[src/rtl/width_converter_n_to_m.sv]
// width_converter_n_to_m: splits InWidth-bit words into OutWidth-bit beats
// with partial last words, selectable beat order and synchronous flush.
module width_converter_n_to_m #(
  parameter int unsigned InWidth  = 32,
  parameter int unsigned OutWidth = 8,
  parameter bit          MsbFirst = 1'b0,
  localparam int unsigned Beats = InWidth / OutWidth,
  localparam int unsigned CntW  = $clog2(Beats) + 1
) (
  input  logic                clk_i,
  input  logic                rst_ni,
  input  logic                sink_valid_i,
  output logic                sink_ready_o,
  input  logic [InWidth-1:0]  sink_data_i,
  input  logic                sink_last_i,
  input  logic [CntW-1:0]     sink_beats_i,
  output logic                source_valid_o,
  input  logic                source_ready_i,
  output logic [OutWidth-1:0] source_data_o,
  output logic                source_last_o,
  input  logic                source_flush_i,
  output logic                busy_o
);

  if (OutWidth == 0 || (OutWidth % 8) != 0 ||
      InWidth < OutWidth || (InWidth % OutWidth) != 0) begin : g_bad_width
    $error("width_converter_n_to_m: illegal InWidth/OutWidth");
  end

  localparam logic [CntW-1:0] BeatsCnt = CntW'(Beats);
  localparam logic [CntW-1:0] OneCnt   = CntW'(1);

  logic [CntW-1:0]    cnt_q, cnt_d;
  logic [InWidth-1:0] sreg_q, sreg_d;
  logic               last_q, last_d;
  logic [InWidth-1:0] sreg_shift;
  logic [CntW-1:0]    load_cnt;
  logic               accept;
  logic               xfer;

  assign source_valid_o = (cnt_q != '0);
  assign busy_o         = source_valid_o;
  assign source_last_o  = last_q & (cnt_q == OneCnt);

  // Ready looks through to source_ready_i so a new word can replace the
  // final beat in the same cycle and keep the output gap-free.
  assign sink_ready_o = !source_flush_i &
                        ((cnt_q == '0) |
                         ((cnt_q == OneCnt) & source_ready_i));

  assign accept = sink_valid_i & sink_ready_o;
  assign xfer   = source_valid_o & source_ready_i;

  if (MsbFirst) begin : g_msb
    assign source_data_o = sreg_q[InWidth-1 -: OutWidth];
    assign sreg_shift    = sreg_q << OutWidth;
  end else begin : g_lsb
    assign source_data_o = sreg_q[OutWidth-1:0];
    assign sreg_shift    = sreg_q >> OutWidth;
  end

  // Out-of-range beat counts fall back to a full word.
  always_comb begin
    load_cnt = BeatsCnt;
    if (sink_last_i && sink_beats_i != '0 &&
        sink_beats_i <= BeatsCnt) begin
      load_cnt = sink_beats_i;
    end
  end

  always_comb begin
    cnt_d  = cnt_q;
    sreg_d = sreg_q;
    last_d = last_q;
    if (source_flush_i) begin
      cnt_d  = '0;
      sreg_d = '0;
      last_d = 1'b0;
    end else if (accept) begin
      cnt_d  = load_cnt;
      sreg_d = sink_data_i;
      last_d = sink_last_i;
    end else if (xfer) begin
      cnt_d  = cnt_q - OneCnt;
      sreg_d = sreg_shift;
    end
  end

  always_ff @(posedge clk_i or negedge rst_ni) begin
    if (!rst_ni) begin
      cnt_q  <= '0;
      sreg_q <= '0;
      last_q <= 1'b0;
    end else begin
      cnt_q  <= cnt_d;
      sreg_q <= sreg_d;
      last_q <= last_d;
    end
  end

endmodule

[config.mk]
export PLATFORM = sky130hd
export DESIGN_NAME = width_converter_n_to_m
export DESIGN_NICKNAME = d
export VERILOG_FILES = /design/src/rtl/width_converter_n_to_m.sv
export SDC_FILE = /design/constraint.sdc
export NUM_CORES = 1
export LEC_CHECK = 0
export ABC_AREA = 1
export CORE_MARGIN = 10
export CORE_UTILIZATION = 31
export DETAILED_ROUTE_END_ITERATION = 12
export PLACE_DENSITY = 0.66
export SLEW_MARGIN = 20
export SYNTH_ARGS = -nofsm -noshare
export SYNTH_HDL_FRONTEND = slang
export SYNTH_SLANG_ARGS = --single-unit
[constraint.sdc]
create_clock -name clk_i -period 4.6 [get_ports clk_i]
set_input_delay 0.69 -clock clk_i [delete_from_list [all_inputs] [get_ports clk_i]]
set_output_delay 0.69 -clock clk_i [all_outputs]
set_load 0.005 [all_outputs]
== Word level (Yosys, flattened, before mapping) ==
Index checks and enable logic that the tools add are counted.

* Flip-flop bits (word level): 36
* Input bits: 41
* Word-level logic and storage cells: 29

* $add $sub $neg: 1
* Magnitude comparators: 1
* Equal/unequal tests: 1
* Multiplexer cells: 9
* Bitwise gates (word level): 6
* Reduce and logical (&&, ||, !) cells: 8

{| class="wikitable"
|+ Operators with widths
! operator !! number
|-
| $mux W32 || 3
|-
| $mux W3 || 4
|-
| $reduce_bool A3 Y1 || 3
|-
| $and A1 B1 Y1 || 5
|-
| $eq A3 B1 Y1 const B || 1
|-
| $le A3 B3 Y1 const B || 1
|-
| $logic_not A3 Y1 || 1
|-
| $sub A3 B1 Y3 const B || 1
|-
| $logic_and A1 B1 Y1 || 2
|-
| $mux W1 || 2
|-
| $reduce_bool A2 Y1 || 1
|-
| $logic_not A1 Y1 || 1
|-
| $or A1 B1 Y1 || 1
|}

== Depth between registers and ports, before layout ==
* Word-level depth: 7
* Depth in mapped cells: 12
* Depth with buffers taken out: 10

== Least setup slack after synthesis ==
OpenSTA, ideal clock, no wires.

* Path kind: flip-flop to flip-flop
* From: register cnt_q[0]
* To: register sreg_q[10]
* Arrival: 1615 ps
* Required time: 4535 ps
* Slack: 2920 ps
* Stages on the path, launching flop included: 10
* Path buffers: 1
* Period minus slack after synthesis: 1680 ps
* Cells stage by stage: dfrtp_1 inv_1 ha_1 ha_1 inv_2 nand2_1 a21oi_4 buf_2 nand2_1 nand2_1

{| class="wikitable"
|+ RTL lines
! what !! RTL line !! text
|-
| start, declared || 33 || <nowiki>logic [CntW-1:0] cnt_q, cnt_d;</nowiki>
|-
| start signal, assigned || 95 || <nowiki>cnt_q <= cnt_d;</nowiki>
|-
| $reduce_bool A3 Y1 || 41 || <nowiki>assign source_valid_o = (cnt_q != '0);</nowiki>
|-
| via busy_o || 22 || <nowiki>output logic busy_o</nowiki>
|-
| $and A1 B1 Y1 || 52 || <nowiki>assign xfer = source_valid_o & source_ready_i;</nowiki>
|-
| $reduce_bool A3 Y1 (no line) || n/a ||
|-
| end signal, assigned || 96 || <nowiki>sreg_q <= sreg_d;</nowiki>
|-
| end, declared || 34 || <nowiki>logic [InWidth-1:0] sreg_q, sreg_d;</nowiki>
|}

The timed path passes the listed nets, and every way through them passes these cells.
A chain may end at the register's enable or synchronous reset.

== Final worst setup path ==
* From: input sink_valid_i
* To: register cnt_q[0]

* Word-level cells in the longest chain between the ends: 3

{| class="wikitable"
|+ RTL lines
! what !! RTL line !! text
|-
| start, declared || 12 || <nowiki>input logic sink_valid_i,</nowiki>
|-
| $and A1 B1 Y1 (*) || 51 || <nowiki>assign accept = sink_valid_i & sink_ready_o;</nowiki>
|-
| $mux W3 || 79 || <nowiki>end else if (accept) begin</nowiki>
|-
| $mux W3 || 75 || <nowiki>if (source_flush_i) begin</nowiki>
|}

Every way passes the cells marked *; elsewhere a longest branch is shown, timed or not.

==> summary.md <==
| Metric | Value |
|---|---|
| CTS Hold Buffers Added | `0` |
| Residual DRC | `0` |
| Detailed-route via count | `1862` |
| Sw frac | `41.29%` |
| Worst min-delay path class | `input pin to asynchronous set/reset pin` |
| Cell breakdown of the critical path | `clkdlybuf4s50_1 > nand3_4 > a21oi_4 > nand2_1 > nand2_1` |
| Worst-margin pin slew | `919.4 ps` |
| Most common cell after layout, fill and taps aside | `nand2_1` |
| Setup_tns | `0 ps` |
| Max Fanout on Critical Path | `29` |
| Most used cell, CP | `nand2_1` |
| Vias in the first global route | `1935` |
| Min Tclk post-route | `2673 ps` |
| Clock Skews | `3.483 ps` |
| Initial drt markers | `141` |
| Slowest cell on crit path | `clkdlybuf4s50_1` |
| Num ports | `53` |
| Final Power | `0.001164 W` |
| Post-CTS Setup Bufs | `0` |
| Slew headroom | `38.57%` |
| Reg2reg start | `cnt_q[0]` |
| Final Max Slew Viols | `0` |
| Maximum clock path buffer count | `2` |
| Full die area | `0.01055 mm^2` |
| Detailed Route WL | `5262 um` |
| Final Setup Violations | `0` |
| Layout cell share with drive strength beyond 1 | `6.032%` |
| Initial cell density of the core | `31.58%` |
| Clock root buffer | `clkbuf_8` |
| Final Wtd Congestion | `0.7719` |
| Core region area | `0.006719 mm^2` |
| Drt first pass iters | `4` |
| Crit. End Element | `flop` |
| Layout area overhead | `24.29%` |
| Post-CTS Resized | `0` |
| Static Leak | `1.370 nW` |
| Combinational share of power | `45.6%` |
| Startpoint Class | `input pin` |
| Synth Instances | `281` |
| Final nets | `358` |
| Yosys Warn Count | `0` |
| GR Overflow Total | `0` |
| Critical Path RT | `4820 ps` |
| TritonCTS Buffers | `5` |
| Initial antenna violation count | `0` |
| Largest net degree at the start of global routing | `37` |
| Site Rows | `30` |
| WS Path Type | `input pin to flop` |
| Clk_lat worst skew | `280 ps` |
| Cell Pwr Density | `441.4 mW/mm^2` |
| Setup slack at placement | `1666 ps` |
| Area after DPL | `0.002547 mm^2` |
| Most frequent cells in the layout | `131 x nand2_1, 51 x clkdlybuf4s50_1, 36 x dfrtp_1` |
| Final setup margin | `1927 ps` |
| R2r endpoint | `cnt_q[0]` |
| Max H-tree Level | `2` |
| Clock share of power | `19.8%` |
| Worst path arrival time | `2890 ps` |
| Vias per Instance | `4.714` |
| Max-cap viol count | `0` |
| Status | `completed` |
| Max frequency | `374.1 MHz` |
| Register share of total power | `34.7%` |
| Dpl cells | `387` |
| FF/Latch Area | `900.9 um^2` |
| Final Hold Violating Endpoints | `0` |
| Max stage delay on crit path | `860 ps` |
| Syn nets | `325` |
| R2r setup slk | `2140 ps` |
| Switching power | `0.0004807 W` |
| First-pass GRT wire length | `8935 um` |
| Layout fillers | `692` |
| Pint | `0.0006836 W` |
| ANT cells | `0` |
| Cell area after layout | `0.002638 mm^2` |
| Sink Count | `36` |
| Yosys top cell by area | `dfrtp_1` |
| Syn Area/Cell | `7.552 um^2` |
| Mapped Area | `0.002122 mm^2` |
| DIE WIDTH | `102.7 um` |
| Routed wire per std cell | `13.32 um` |
| Tot GR Track Use | `10.49%` |
| Finished Layout Cells | `395` |
| Port Buf Inserts | `52` |
| Synth top area share | `42.45%` |
| DRT antenna net count | `0` |
| Post-synthesis sequential area ratio | `42.45%` |
| Maximum vdd drop | `190.0 uV` |
| Area of the multi-input gates | `968.4 um^2` |
| FF+latch count, synth | `36` |
| Cell variety after synth | `20` |
| Post-detail-place hpwl | `3645 um` |
| R2R depth | `9` |
| Clock-pin slew on the worst setup and hold paths | `70 ps` |
| RSZ-0062 raised after global routing | `no` |
| CTS tree | `built` |
| Tcrit/Tclk final | `58.10%` |
| Die Y | `102.7 um` |
| Synth top area cells | `dfrtp_1 42%, nand2_1 23%, nand3_1 8.0%` |
-- flip-flops by register name, indices dropped and copies added, names as in the netlist --
signal and count:
cnt_q 3, sreg_q 32, last_q 1
-- worst max path at each step --
stage / from / end / depth (start not counted)
after CTS: source_flush_i / sink_ready_o / 3
after global routing: sink_valid_i / sreg_q[6] / 5
after global placement: source_ready_i / cnt_q[0] / 7
after detailed placement: source_ready_i / cnt_q[0] / 7
final: sink_valid_i / cnt_q[0] / 5
after floorplan: cnt_q[0] / sreg_q[10] / 9
-- power groups by stage --
stage | Sequential (W) | Clock (W) | Combinational (W)
floorplan | 0.000402 | 0 | 0.000440
global placement | 0.000408 | 0 | 0.000527
detailed placement | 0.000410 | 0 | 0.000535
CTS | 0.000405 | 0.000236 | 0.000536
global route | 0.000411 | 0.000251 | 0.000601
finish | 0.000404 | 0.000230 | 0.000530
-- cell usage after synthesis, drive strengths merged --
master and instances:
nand2 132, inv 12, buf 24, nand3 37, ha 3, clkbuf 4
and3 1, nand4 27, a21oi 3, nor2 2, dfrtp 36
-- through the flow --
stage | hold slack [ps] | util (%)
floorplan | 394.4 | -
finish | 482.1 | 39.26
detailed placement | 488.3 | 37.91
global placement | 476.0 | 37.91
global route | 529.1 | 39.26
CTS | 504.4 | 39.26
-- critical path: cells and delay by family --
kind            cells  cell delay (ps)
compound gates      1              680
simple gates        3              640
buf+inv             1              860
-- final cells by class --
type	count	area share, %
Sequential cell	36	34.16
Tap cell	80	3.795
Inverter	12	1.803
Timing Repair Buffer	54	20.11
Clock buffer	8	3.416
Multi-Input combinational cell	205	36.72
-- per-layer routing --
| metal | routed length (um) | track usage [%] | vias up | share of wire [%] |
|---|---|---|---|---|
| li1 | - | - | 970 | - |
| met1 | 2368 | 12.01 | 837 | 45 |
| met4 | 59 | 3.209 | 0 | 1.1 |
| met2 | 2406 | 17.57 | 49 | 46 |
| met3 | 427 | 4.223 | 6 | 8.1 |
| met5 | 0 | 0 | - | 0 |
-- kinds of logic after synthesis --
logic type | Yosys count | share of synthesized area, %
AOI/OAI and AO/OA | 3 | 1.769
adders and majority gates | 3 | 1.769
buffers and inverters | 40 | 11.91
DFF | 36 | 42.45
and+or+nand+nor | 199 | 42.10
No activity file was read; power rests on OpenSTA's default activity.
